<file path="config.mk">
export PLATFORM = sky130hd
export DESIGN_NAME = exposure_timer
export DESIGN_NICKNAME = d
export VERILOG_FILES = /design/src/rtl/exposure_timer.sv
export SDC_FILE = /design/constraint.sdc
export NUM_CORES = 1
export LEC_CHECK = 0
export ABC_AREA = 1
export CORE_ASPECT_RATIO = 1.1
export CORE_MARGIN = 8
export CORE_UTILIZATION = 50
export DETAILED_ROUTE_END_ITERATION = 10
export PLACE_DENSITY = 0.72
export SLEW_MARGIN = 5
export SYNTH_ARGS = -nofsm -noshare
export SYNTH_HDL_FRONTEND = slang
export SYNTH_SLANG_ARGS = --single-unit
</file>
<file path="constraint.sdc">
create_clock -name clk -period 3.31 [get_ports clk]
set_input_delay 0.662 -clock clk [delete_from_list [all_inputs] [get_ports clk]]
set_output_delay 0.662 -clock clk [all_outputs]
set_load 0.01 [all_outputs]
</file>
<file path="src/rtl/exposure_timer.sv">
// Exposure timer: times a Start-triggered exposure of a latched length and pulses Ovf5 when it ends.
// Also holds the button-adjusted exposure time, clamped to [EXP_MIN, EXP_MAX].
module exposure_timer #(
  parameter int EXP_MIN     = 2,
  parameter int EXP_MAX     = 30,
  parameter int EXP_DEFAULT = 2,
  parameter int CNT_W       = 5
) (
  input  logic             clk,
  input  logic             reset,
  input  logic             Start,
  input  logic             Exp_increase,
  input  logic             Exp_decrease,
  output logic             Ovf5,
  output logic             Busy,
  output logic [CNT_W-1:0] Exp_time,
  output logic [CNT_W-1:0] Count
);

  typedef enum logic [1:0] {IDLE, COUNT, DONE} state_t;

  state_t           state_q, state_d;
  logic [CNT_W-1:0] cnt_q, cnt_d;
  logic [CNT_W-1:0] len_q, len_d;
  logic [CNT_W-1:0] exp_q, exp_d;
  logic             ovf_q, ovf_d;
  logic             busy_q, busy_d;
  logic             inc_h_q, dec_h_q;
  logic             inc_e, dec_e;

  assign inc_e = Exp_increase & ~inc_h_q;
  assign dec_e = Exp_decrease & ~dec_h_q;

  always_comb begin
    state_d = state_q;
    cnt_d   = cnt_q;
    len_d   = len_q;
    exp_d   = exp_q;
    ovf_d   = 1'b0;
    case (state_q)
      IDLE: begin
        // Simultaneous edges cancel; button edges outside IDLE are dropped.
        if (inc_e && !dec_e && exp_q < CNT_W'(EXP_MAX))
          exp_d = exp_q + CNT_W'(1);
        else if (dec_e && !inc_e && exp_q > CNT_W'(EXP_MIN))
          exp_d = exp_q - CNT_W'(1);
        if (Start) begin
          state_d = COUNT;
          cnt_d   = '0;
          len_d   = exp_q;
        end
      end
      COUNT: begin
        if (cnt_q == len_q - CNT_W'(1)) begin
          state_d = DONE;
          ovf_d   = 1'b1;
          cnt_d   = '0;
        end else begin
          cnt_d = cnt_q + CNT_W'(1);
        end
      end
      DONE:    state_d = IDLE;
      default: state_d = IDLE;
    endcase
    busy_d = (state_d != IDLE);
  end

  always_ff @(posedge clk) begin
    if (!reset) begin
      state_q <= IDLE;
      cnt_q   <= '0;
      len_q   <= CNT_W'(EXP_DEFAULT);
      exp_q   <= CNT_W'(EXP_DEFAULT);
      ovf_q   <= 1'b0;
      busy_q  <= 1'b0;
      inc_h_q <= 1'b0;
      dec_h_q <= 1'b0;
    end else begin
      state_q <= state_d;
      cnt_q   <= cnt_d;
      len_q   <= len_d;
      exp_q   <= exp_d;
      ovf_q   <= ovf_d;
      busy_q  <= busy_d;
      inc_h_q <= Exp_increase;
      dec_h_q <= Exp_decrease;
    end
  end

  assign Ovf5     = ovf_q;
  assign Busy     = busy_q;
  assign Exp_time = exp_q;
  assign Count    = cnt_q;

endmodule

</file>
# --- Word level (Yosys, flattened, before mapping) ---
# Cells that the tools add are included.
word_totals:
  wordCells: 44
  output_inout_bits: 12
  in_bits: 5
  reg_bits: 21
op_classes:
  n_lt_le_gt_ge: 2
  bitwise_logic: 4
  eq_ne: 3
  add_sub_neg: 4
  reduce_logical: 14
  muxes: 9
ops:
  columns: ["operator", "count"]
  rows:
  - ["5-bit 2-to-1 mux", 4]
  - ["5-bit by 1-bit adder with 5-bit output, second input constant", 2]
  - ["5-bit one-hot mux with 2 select lines", 1]
  - ["5-bit by 1-bit subtractor with 5-bit output, second input constant", 2]
  - ["2-bit AND reduction", 4]
  - ["2-bit nonzero test", 3]
  - ["5-bit == test", 1]
  - ["5-bit by 2-bit > comparator with 1-bit output, second input constant", 1]
  - ["5-bit less-than comparator, second input constant", 1]
  - ["1-bit logical AND", 4]
  - ["2-bit 2-to-1 mux", 2]
  - ["2-bit one-hot mux with 2 select lines", 1]
  - ["1-bit AND", 2]
  - ["2-bit by 1-bit == test with 1-bit output, second input constant", 1]
  - ["1-bit zero test", 2]
  - ["2-bit zero test", 1]
  - ["2-bit inequality test, second input constant", 1]
  - ["1-bit NOT", 2]
  - ["1-bit 2-to-1 mux", 1]

# --- Logic depth before layout (Yosys ltp) ---
depth:
  depth_word: 7
  mapped_depth: 13
  ltp_nobuf: 13

# --- Worst setup path before layout ---
# Ideal clock, no wire load.
synth_timing:
  kind: "input-to-reg"
  from: "in Exp_increase"
  to: "reg exp_q[4], in the netlist Exp_time[4]"
  path_stages: 12
  t_required_ns: 3.197
  setup_time_ns: 0.113
  arrival_ns: 1.853
  setup_slack_ns: 1.344
  n_path_buf: 0
  cell_sequence: "nand2_1 > nor2_2 > nand2_2 > ha_1 > a21oi_1 > nand2_1 > nand2_1 > nand2_1 > nor2_4 > nand2_1 > nand2_1 > nor2_1"
synth_between:
  elab_chain_len: 6
  elab_cells_between_ends: 9
  classes_between: "1 x mux; 1 x bitwise; 7 x reduce/logical"
synth_lines:
  columns: ["item", "line", "rtl"]
  rows:
  - ["from (decl)", "12", "input logic Exp_increase,"]
  - ["1-bit AND *", "31", "assign inc_e = Exp_increase & ~inc_h_q;"]
  - ["1-bit zero test", "45", "else if (dec_e && !inc_e && exp_q > CNT_W'(EXP_MIN))"]
  - ["1-bit logical AND (2 in a row)", "45", null]
  - ["2-bit nonzero test (no line)", null, null]
  - ["2-bit AND reduction (no line)", null, null]
  - ["to (signal assigned)", "73", "exp_q <= CNT_W'(EXP_DEFAULT);"]
  - ["to (signal assigned)", "82", "exp_q <= exp_d;"]
  - ["to (decl)", "25", "logic [CNT_W-1:0] exp_q, exp_d;"]
# Every way passes the cells marked *; elsewhere a longest branch is shown, timed or not.
# A chain may end at the register's enable or synchronous reset.

# --- Worst setup path after layout ---
# Ends and elaborated chain as after synthesis.

==> run metrics <==
largest net degree at the start of global routing 18; die extent in x 62.0 um; synthesized flop and latch total 21; GRT Util Overall 0.133; Worst Path Arrival 2520 ps; post-synthesis sequential area ratio 0.362; CTS max path bufs 2; worst-margin pin slew 561 ps; # rows 18; leakage 0.623 nW; WL/cell 11.4 um; switching power total 220 uW; cts bufs inserted 3; Required @ worst endpoint 3530 ps; clock root buffer clkbuf_4; crit share post-route 0.696; RSZ-0062 raised after global routing no; max-slew violation count 0; Avg Synthesized Cell Area 7.09 sq um; post-DP HPWL 1.92 mm; Synth area leader dfxtp_1; crit path launch type primary input; Routed Antenna Nets 0; fmax 0.434 GHz; min Tclk post-route 2300 ps; clock network power share 0.197; Worst Path Max Fanout 6; initial antenna violation count 0; Fillers 224; CTS clk-pin slew, worst paths 110 ps; DR DRC count 0; pwr/cell area 453 mW/mm^2; Final Net Count 195; Comb pwr share 0.319; P_int 406 uW; gpl congestion 0.791; # port buffers 16; Setup-failing EPs final 0; Tot Pwr 626 uW; Worst IR Drop VDD 313 uV; hold-fix buffers at CTS 0; # resized after CTS 0; Core Footprint 0.00223 sq mm; H-tree Lvls 1; worst skew pair latency 310 ps; Synth top cells by count nand2_1 (43), inv_1 (24), dfxtp_1 (21); sw frac 0.351; maxcap violations 0; Mapped Cells 164; vias in the first global route 1005; drt pass-1 iters 4; post-synth net total 175; clk sink count 21; WHS 523 ps; CTS tree done; skew final 2.56 ps; top cell type's share of synthesized area 0.362; first-pass GRT wire length 4.20 mm; dominant cells by area after synthesis dfxtp_1 (36%), nand2_1 (14%), inv_1 (7.8%); final wirelength 2.43 mm; Post-Route Setup TNS 0 ps; number of distinct library cells after synthesis 23; endpoint type of the worst setup path flop; Yosys warning total 0; Die Area 0.00413 sq mm; EDFF count, synth 0; Starting DRT DRC Count 34; commonest register cell after synthesis dfxtp_1; initial core utilization 0.521; most common cell in the netlist nand2_1; fraction of registers with async set/reset 0; sequential share of power 0.484; critical setup path kind in -> reg; Slew Limit Headroom 0.625; # diodes 0; cell area after synthesis 0.00116 sq mm; die height 66.6 um; Avg Vias per Cell 4.98; postcts setup bufs 0; grt ovf 0; synth-to-layout area growth 18.7%; Final Hold Fails 0; fraction of layout cells with a size suffix above 1 0.0874; status finished, final reports clean; routed vias 1061; worst min path class reg -> reg; IO Count 17
[final timing paths]
| check | startpoint | endpoint | slack (ps) | depth (start not counted) |
|---|---|---|---|---|
| hold reg to reg | len_q[4] | len_q[4] | 520 | 2 |
| setup reg to reg | Exp_time[1] | Exp_time[4] | 1370 | 11 |
| setup / recovery | Exp_increase | Exp_time[4] | 1010 | 13 |
| hold / removal | len_q[4] | len_q[4] | 520 | 2 |
[metrics by stage]
step                      instances  setup WS, ps  utilization  instance area, sq um
after floorplan                 164          1340            -                  1160
after global placement          209           783        0.607                  1350
after detailed placement        209           664        0.607                  1350
after CTS                       213          1000        0.619                  1380
after global routing            213           831        0.619                  1380
final                           213          1010        0.619                  1380
[critical path, cell delays in order]
cell             delay (ps)
clkdlybuf4s50_1         470
nand2_1                  80
nor2_2                  150
nand2_2                 130
ha_1                    340
a21oi_1                 220
nand2_1                  70
nand2_1                  70
nand2_1                  80
nor2_4                   90
nand2_1                  50
nand2_1                  60
nor2_1                   50
[registers in the layout, indices dropped and copies added, names as in the netlist]
register and cells:
Busy 1, Count 5, Exp_time 5, Ovf5 1, dec_h_q 1, inc_h_q 1, len_q 5, state_q 2
[cells by family after synthesis]
group | Yosys count | synth area share
XOR/XNOR | 2 | 0.0151
adder cells (fa/ha/maj) | 6 | 0.0710
AND/OR/NAND/NOR | 84 | 0.344
flip-flops | 21 | 0.362
AO/OA/AOI/OAI | 26 | 0.124
buffers and inverters | 25 | 0.0840
[power groups by stage]
stage	combinational, mW	clock (mW)	sequential (mW)
final	0.199	0.123	0.303
after global routing	0.227	0.131	0.307
after CTS	0.201	0.127	0.303
after detailed placement	0.200	0	0.309
after global placement	0.194	0	0.308
after floorplan	0.133	0	0.309
[cell type report]
class                      instances  area [sq um]  area share
timing repair buffer              16           160       0.116
clock buffer                       3          22.5      0.0163
clock inverter                     1          5.00     0.00363
multi-input combinational        118           644       0.467
tap                               30          37.5      0.0272
inverter                          24          90.1      0.0653
sequential                        21           420       0.305
[routing by layer]
metal | wire length (um) | share of wire | GRT usage
met5 | 0 | 0 | 0
met2 | 1210 | 0.50 | 0.226
met4 | 44 | 0.018 | 0.0684
met3 | 103 | 0.042 | 0.0347
met1 | 1070 | 0.44 | 0.146
[cell usage in the layout, fill, tap and decap left out]
master           instances
a21oi_1                 15
clkbuf_4                 3
clkdlybuf4s50_1         16
clkinv_2                 1
dfxtp_1                 21
fa_1                     1
ha_1                     5
inv_1                   24
nand2_1                 43
nand2_2                  4
nand2_4                  1
nand3_1                 12
nand3b_1                 1
nand4_1                  2
nor2_1                  12
nor2_2                   2
nor2_4                   2
nor3_1                   2
nor3_2                   1
nor3_4                   1
o211ai_1                 1
o21ai_0                  9
o21ai_4                  1
or2_1                    1
xor2_1                   2
(Power assumes the default switching activity.)
